`src/rtl/piso_serializer.sv`:
```
// piso_serializer: parallel-in serial-out transmitter with a one-word holding
// buffer, so consecutive words stream with no idle cycle between them.
module piso_serializer #(
    parameter int unsigned WIDTH     = 8,
    parameter bit          MSB_FIRST = 1'b1
) (
    input  logic             clk,
    input  logic             reset,
    input  logic [WIDTH-1:0] in_data,
    input  logic             in_valid,
    output logic             in_ready,
    output logic             serial_out,
    output logic             frame,
    output logic             first_bit,
    output logic             word_done,
    output logic             busy
);

    localparam int unsigned CW = (WIDTH > 1) ? $clog2(WIDTH) : 1;
    localparam logic [CW-1:0] LAST = CW'(WIDTH - 1);

    typedef enum logic {
        IDLE  = 1'b0,
        SHIFT = 1'b1
    } state_t;

    state_t           state_q;
    logic [WIDTH-1:0] shreg_q;
    logic [WIDTH-1:0] shreg_d;
    logic [CW-1:0]    cnt_q;
    logic [WIDTH-1:0] buf_q;
    logic             buf_full_q;
    logic             transfer;

    assign in_ready = !buf_full_q && !reset;
    assign transfer = in_valid && in_ready;

    // Shift register advanced one position toward the output end
    always_comb begin
        shreg_d = shreg_q;
        if (MSB_FIRST) begin
            shreg_d = {shreg_q[WIDTH-2:0], 1'b0};
        end else begin
            shreg_d = {1'b0, shreg_q[WIDTH-1:1]};
        end
    end

    // Transmit state machine: load, shift, buffer and chain words
    always_ff @(posedge clk) begin
        if (reset) begin
            state_q    <= IDLE;
            shreg_q    <= '0;
            cnt_q      <= '0;
            buf_q      <= '0;
            buf_full_q <= 1'b0;
        end else begin
            case (state_q)
                IDLE: begin
                    if (transfer) begin
                        shreg_q <= in_data;
                        cnt_q   <= '0;
                        state_q <= SHIFT;
                    end
                end
                SHIFT: begin
                    if (cnt_q != LAST) begin
                        shreg_q <= shreg_d;
                        cnt_q   <= cnt_q + CW'(1);
                        if (transfer) begin
                            buf_q      <= in_data;
                            buf_full_q <= 1'b1;
                        end
                    end else if (buf_full_q) begin
                        shreg_q    <= buf_q;
                        buf_full_q <= 1'b0;
                        cnt_q      <= '0;
                    end else if (transfer) begin
                        // last-bit edge with an empty buffer: chain the new word directly
                        shreg_q <= in_data;
                        cnt_q   <= '0;
                    end else begin
                        state_q <= IDLE;
                    end
                end
                default: state_q <= IDLE;
            endcase
        end
    end

    assign frame      = (state_q == SHIFT);
    assign serial_out = frame && (MSB_FIRST ? shreg_q[WIDTH-1] : shreg_q[0]);
    assign first_bit  = frame && (cnt_q == '0);
    assign word_done  = frame && (cnt_q == LAST);
    assign busy       = frame || buf_full_q;

endmodule

```
`config.mk`:
```
export PLATFORM = sky130hd
export DESIGN_NAME = piso_serializer
export DESIGN_NICKNAME = d
export VERILOG_FILES = /design/src/rtl/piso_serializer.sv
export SDC_FILE = /design/constraint.sdc
export NUM_CORES = 1
export LEC_CHECK = 0
export CAP_MARGIN = 20
export CORE_MARGIN = 2
export CORE_UTILIZATION = 50
export CTS_BUF_LIST = sky130_fd_sc_hd__clkbuf_8
export CTS_CLUSTER_SIZE = 14
export DETAILED_ROUTE_END_ITERATION = 7
export HOLD_SLACK_MARGIN = 0.1
export PLACE_DENSITY = 0.85
export RECOVER_POWER = 50
export SYNTH_ARGS = -nofsm -noshare
export SYNTH_HDL_FRONTEND = slang
export SYNTH_SLANG_ARGS = --single-unit
```
`constraint.sdc`:
```
create_clock -name clk -period 1.9 [get_ports clk]
set_clock_uncertainty 0.2 [all_clocks]
set_input_delay 0.285 -clock clk [delete_from_list [all_inputs] [get_ports clk]]
set_output_delay 0.285 -clock clk [all_outputs]
set_load 0.03 [all_outputs]
```
Word level (Yosys, flattened, before mapping)
Index checks and enable logic that the tools add are counted.
{"block": "word_totals", "regBits": 21, "latchBits": 0, "ramBits": 0, "rom_bits": 0, "word_cells": 35, "memories": 0}
{"block": "op_classes", "n_addsub": 1, "mul": 0, "div": 0, "n_lt_le_gt_ge": 0, "n_eq_ne": 3, "shifts": 0, "mux": 14, "n_bitwise": 1, "reduce_logical": 11}
{"operator": "8-bit two-way mux", "count": 3}
{"operator": "8-bit case mux with 2 select lines", "count": 1}
{"operator": "3-bit two-way mux", "count": 3}
{"operator": "3-bit case mux with 2 select lines", "count": 1}
{"operator": "1-bit logical AND", "count": 5}
{"operator": "1-bit two-way mux", "count": 5}
{"operator": "3-bit by 1-bit adder with 3-bit output (second input constant)", "count": 1}
{"operator": "3-bit equality test (second input constant)", "count": 1}
{"operator": "3-bit zero test", "count": 1}
{"operator": "3-bit != test (second input constant)", "count": 1}
{"operator": "3-bit AND reduction", "count": 1}
{"operator": "1-bit zero test", "count": 2}
{"operator": "2-bit != test (second input constant)", "count": 1}
{"operator": "1-bit case mux with 2 select lines", "count": 1}
{"operator": "2-bit AND reduction", "count": 1}
{"operator": "1-bit logical OR", "count": 1}
{"operator": "1-bit inverter", "count": 1}

Logic depth before layout (Yosys ltp)
Gate-level depths: netlist (run 1).
{"block": "logic_depth", "depth_word": 7, "depth_mapped": 6, "depth_no_buf": 5}

Worst setup path after synthesis (run 1)
OpenSTA, ideal clock, no wires.
{"block": "synth_timing", "path_kind": "register -> output", "start": "register state_q, in the netlist frame", "end": "output serial_out", "arrival_time_ps": 1248, "slack_ps": 167, "stages_incl_launch_ff": 4, "path_buffers": 1, "path_cell_list": "dfxtp_1 buf_2 inv_2 nor2_1"}
{"block": "synth_via", "elab_chain_cells": 1}
{"item": "start, declared", "line": "27", "text": "state_t state_q;"}
{"item": "start signal, assigned", "line": "51", "text": "state_q <= IDLE;"}
{"item": "start signal, assigned", "line": "62", "text": "state_q <= SHIFT;"}
{"item": "start signal, assigned", "line": "82", "text": "state_q <= IDLE;"}
{"item": "1-bit logical AND", "line": "91", "text": "assign serial_out = frame && (MSB_FIRST ? shreg_q[WIDTH-1] : shreg_q[0]);"}
{"item": "end, declared", "line": "12", "text": "output logic serial_out,"}
No other way between the ends.

Worst setup path after layout (run 1)
{"block": "layout_timing", "start": "register cnt_q[0]", "end": "output word_done"}
{"block": "layout_via", "elab_chain_cells": 2}
{"item": "start, declared", "line": "30", "text": "logic [CW-1:0] cnt_q;"}
{"item": "start signal, assigned", "line": "68", "text": "cnt_q <= cnt_q + CW'(1);"}
{"item": "3-bit equality test", "line": "93", "text": "assign word_done = frame && (cnt_q == LAST);"}
{"item": "1-bit logical AND", "line": "93"}
{"item": "end, declared", "line": "15", "text": "output logic word_done,"}
No other way between the ends.

==> results of run 1 <==
[routing by layer]
metal / up-vias / part of all wire
met5: - / 0
met4: 0 / 0.019
met3: 10 / 0.056
met2: 31 / 0.48
met1: 499 / 0.45
li1: 494 / -
[sequential cells by signal, indices dropped and copies added (netlist names)]
name        cells
buf_full_q      1
cnt_q           3
shreg_q         8
buf_q           8
frame           1
[per-stage QoR]
step	std cells	worst slack [ps]	power [uW]	area, sq um	TNS, ps
after floorplan	123	167	598	1090	0
after global placement	172	14.1	673	1340	0
after detailed placement	172	-32.7	681	1340	-62.8
after CTS	176	2.50	972	1380	0
after global routing	176	-20.3	1020	1400	-20.3
final	176	42.5	969	1400	0
[cell families after synthesis]
| family | Yosys count | synth area share |
|---|---|---|
| buffers and inverters | 14 | 0.0724 |
| adder cells (fa/ha/maj) | 3 | 0.0345 |
| multiplexers | 8 | 0.0736 |
| flip-flops | 21 | 0.386 |
| AO/OA/AOI/OAI | 40 | 0.251 |
| AND/OR/NAND/NOR | 37 | 0.183 |
[where the power goes]
part	switching [uW]	leakage (uW)	internal, uW
Clock	148	0.0000255	146
Combinational	107	0.000382	93.7
Sequential	13.9	0.000171	460
[critical path: stages, from the launching register on]
cell,delay (ps)
dfxtp_1,360
ha_1,160
ha_2,230
and2_1,190
buf_4,170
[layout make-up]
cell class	count	area, sq um
clock buffer	3	41.3
clock inverter	1	5.00
fill	161	607
inverter	5	18.8
multi-input combinational	88	599
sequential	21	420
tap	27	33.8
timing repair buffer	31	277
[cells in the mapped netlist (2+ instances only)]
cell type  number
dfxtp_1        21
o21ai_1         2
o2111a_1        2
buf_2           3
a21oi_1        12
nand3_1         9
nor2_1          6
nand2b_1        3
a2111oi_1       2
o21ai_2         7
nor2b_1         7
o211ai_1        3
ha_1            3
inv_1           4
o22ai_1         6
clkbuf_1        2
nand2_1         6
a31oi_1         5
mux2i_1         8
[worst paths after layout]
path	to	slack (ps)	depth (start not counted)
worst max register to register	shreg_q[7]$_SDFF_PP0_	70	5
worst min register to register	buf_q[1]$_SDFFE_PP0P_	260	2
worst min-delay path	buf_q[1]$_SDFFE_PP0P_	260	2
worst max-delay path	word_done	40	4
[timing repair]
item,CTS,global route
hold buffers,0,0
setup endpoints to repair,1,4
resized for setup,1,4
==> run metrics, run 1 <==
Mapped Area=1090 sq um; max cap viols=0; #FFs+latches synth=21; largest area contributor in the netlist=dfxtp_1; fraction of registers with async set/reset=0; Die ar.=2570 sq um; Critical Path End Type=primary output; leading post-synthesis cells by cell area=dfxtp_1 39%, mux2i_1 7.4%, o21ai_2 5.6%; RePlAce Congestion=0.763; Initial DRC Count=24; Top FF cell, synth=dfxtp_1; Mapped Cells=123; GR Util met2=0.384; final slew viol count=0; Pleak=0.000578 uW; Final setup viols=0; H-tree levels=1; Clock Latency Late Sink=260 ps; Routed wire per std cell=15.0 microns; residual DRC count=0; CTS buffer count=3; area delta synth->final=28.2%; slew margin rel.=0.774; Synthesized Nets=137; routing usage on met3=0.0446; Worst Path Arrival=1370 ps; num rows=16; status=finished clean; Final Core Density=0.697; Post-DP HPWL=1.88 mm; min-delay src=buf_q[1]$_SDFFE_PP0P_; first-pass GRT wire length=4.24 mm; global-route layer with the greatest usage=met2; # IOs=17; Critical R2R Launch=cnt_q[0]$_SDFF_PP0_; EDFF count, synth=0; remaining global-route overflow=0; Die X-Extent=50.7 microns; Initial Util=0.544; Root Buffer=clkbuf_8; CTS max path bufs=2; DR vias=1034; register area share after synthesis=0.386; CP Max Fanout=5; Diodes inserted=0; commonest non-fill, non-tap cell in the layout=dfxtp_1; vias in the first global route=920; Hold Vio Cnt, Final=0; DR pass1 iterations=4; Setup Fix Bufs, Post-CTS=0; CTS tree=built; Routed WL=2.65 mm; DRT antenna net count=0; Ys Warns=0; Die Ht=50.7 microns; Synth top area share=0.386; distinct cell type count after synthesis=31; leading cell types in the layout, fill and taps excluded=21 x dfxtp_1, 18 x buf_4, 12 x a21oi_1; Peak Freq=538 MHz; clk sink count=21; final net count=164; pin count of the biggest net entering global routing=19; share of layout cells above drive strength 1=0.235; clock slew at reported path FFs=80 ps; Tightest Pin Transition=339 ps; GR Util met1=0.271; Fin Hold WS=262 ps; via density per instance=5.88; Core Box Area=2000 sq um; Cell Pwr Density=695 nW/um^2; worst path required time=1410 ps; Setup CP Type=reg -> out; final worst path period need=1860 ps; total track usage=0.222; Crit. Startpoint=cnt_q[0]$_SDFF_PP0_; VDD IR-drop max=600 uV; port bufs=16; Syn Area/Cell=8.85 sq um; CP startpoint kind=flip-flop; initial antenna violation count=0; Hold/Removal Path Class=reg -> reg; fin crit share=0.978
Note: power is estimated with default switching activity, not from simulation.
==> run 2: changes to the inputs <==
==> constraint.sdc (replaced) <==
create_clock -name clk -period 1.9 [get_ports clk]
set_clock_uncertainty 0.2 [all_clocks]
set_input_delay 0.285 -clock clk [delete_from_list [all_inputs] [get_ports clk]]
set_output_delay 0.285 -clock clk [all_outputs]
set_load 0.005 [all_outputs]
==> run 2 against run 1 <==
  * Clock power rose by 5%
  * Combinational power down 5%
  * Maximum frequency fell by 1.5%
==> run metrics, run 2 (same netlist as run 1, synthesis figures left out) <==
Hold Vio Cnt, Final=0; Tightest Pin Transition=275 ps; Sw Ratio=0.280; routed length on met1=1.25 mm; Cell Pwr Density=652 nW/um^2; Critical Path End Type=primary output; slew margin rel.=0.816; Die ar.=2570 sq um; final slew viol count=0; Bufs and invs on worst path=1; clk sink count=21; Clock Latency Late Sink=270 ps; via density per instance=5.84; Peak Freq=530 MHz; Clk pwr share=0.316; Fin Hold WS=264 ps; Setup CP Type=reg -> out; Logic pwr share=0.194; H-tree levels=1; Routed WL=2.90 mm; Worst path most repeated cell=ha_4; Largest delay share family, worst path=flip-flops; num rows=16; Die Ht=50.7 microns; fin crit share=0.992; # IOs=17; status=finished clean; vias in the first global route=954; CTS buffer count=3; Diodes inserted=0; Hold/Removal Path Class=reg -> reg; # hold bufs at CTS=0; DR pass1 iterations=4; Setup TNS=0 ps; clock slew at reported path FFs=80 ps; Routed wire per std cell=15.9 microns; VDD IR-drop max=628 uV; Met2 Wirelength=1.47 mm; pin count of the biggest net entering global routing=19; Power Internal=707 uW; Die X-Extent=50.7 microns; final net count=170; area delta synth->final=38.2%; final worst path period need=1890 ps; Core Box Area=2000 sq um; Pleak=0.000596 uW; Initial Util=0.544; dpl cells=175; residual DRC count=0; CP max stage cell=dfxtp_4; top flop regs=buf_q: 8 flops, shreg_q: 8 flops, cnt_q: 3 flops; RePlAce Congestion=0.802; remaining global-route overflow=0; CP cell instances=ha_4, ha_4, and2_1, dlygate4sd2_1; Seq pwr share=0.490; first-pass GRT wire length=4.42 mm; leading cell types in the layout, fill and taps excluded=17 x dfxtp_1, 17 x buf_4, 14 x clkdlybuf4s50_1; crit-path max cell delay=370 ps; Final Non-Filler Cells=182; CP Max Fanout=3; max cap viols=0; Worst Path Arrival=1400 ps; CTS max path bufs=2; Sw Pwr=275 uW; DR vias=1062; worst path required time=1410 ps; initial antenna violation count=0; DRT antenna net count=0; Final setup viols=0; Max Used Layer=met4; CP startpoint kind=flip-flop; share of layout cells above drive strength 1=0.290; Root Buffer=clkbuf_8; Post-DP HPWL=1.88 mm; Initial DRC Count=24; CTS tree=built; total track usage=0.226; met3 WL=119 microns; port bufs=16
-- run 2: cell types whose count changed in the layout (fill, tap and decap cells not counted), moves of 2 or more --
| cell | delta |
|---|---|
| dfxtp_2 | +3 |
| o22ai_1 | -3 |
| clkdlybuf4s50_1 | +4 |
| dfxtp_1 | -4 |
| o22ai_2 | +3 |
| ha_4 | +2 |
-- run 2: layout make-up --
class | count | area, sq um
clock buffer | 3 | 41.3
clock inverter | 1 | 5.00
fill | 140 | 498
inverter | 5 | 18.8
multi-input combinational | 88 | 641
sequential | 21 | 428
tap | 27 | 33.8
timing repair buffer | 37 | 337
-- run 2: power by group through the flow --
stage | registers [uW] | clock network [uW] | logic (uW)
5_1_grt | 483 | 322 | 208
6_report | 481 | 310 | 191
3_3_place_gp | 486 | 0 | 176
2_1_floorplan | 480 | 0 | 103
3_5_place_dp | 488 | 0 | 181
4_1_cts | 479 | 308 | 181
-- run 2: path summary, 6_finish.rpt --
check / cells after the start / to / from / slack (ps)
worst max-delay path: 4 / word_done / cnt_q[0]$_SDFF_PP0_ / 10
worst min-delay path: 2 / buf_q[6]$_SDFFE_PP0P_ / buf_q[6]$_SDFFE_PP0P_ / 260
worst max register to register: 7 / buf_q[5]$_SDFFE_PP0P_ / cnt_q[0]$_SDFF_PP0_ / 80
worst min register to register: 2 / buf_q[6]$_SDFFE_PP0P_ / buf_q[6]$_SDFFE_PP0P_ / 260
-- run 2: per-layer routing --
metal,vias up,track usage
li1,516,-
met5,-,0
met4,0,0.0586
met1,502,0.303
met2,37,0.377
met3,7,0.0357
-- run 2: what timing repair did --
action	in CTS	in global routing
pin swaps	0	2
setup buffers	1	2
hold endpoints to repair	0	0
endpoints found under the setup margin	4	13
gates cloned	0	0
resized for setup	7	12
-- run 2: per-stage QoR --
stage	instance area, sq um	util	total power [uW]	setup slack (ps)
finish	1500	0.751	981	14.7
global route	1500	0.751	1010	-46.5
CTS	1430	0.714	968	3.99
detailed placement	1370	0.684	669	-53.1
global placement	1370	0.684	662	26.4
floorplan	1090	-	583	257
-- run 2: tightest hold or removal path, delay by kind of cell, from the launching register on --
family	cells	cell delay, ps
AOI/OAI and AO/OA	2	100
DFF	1	320
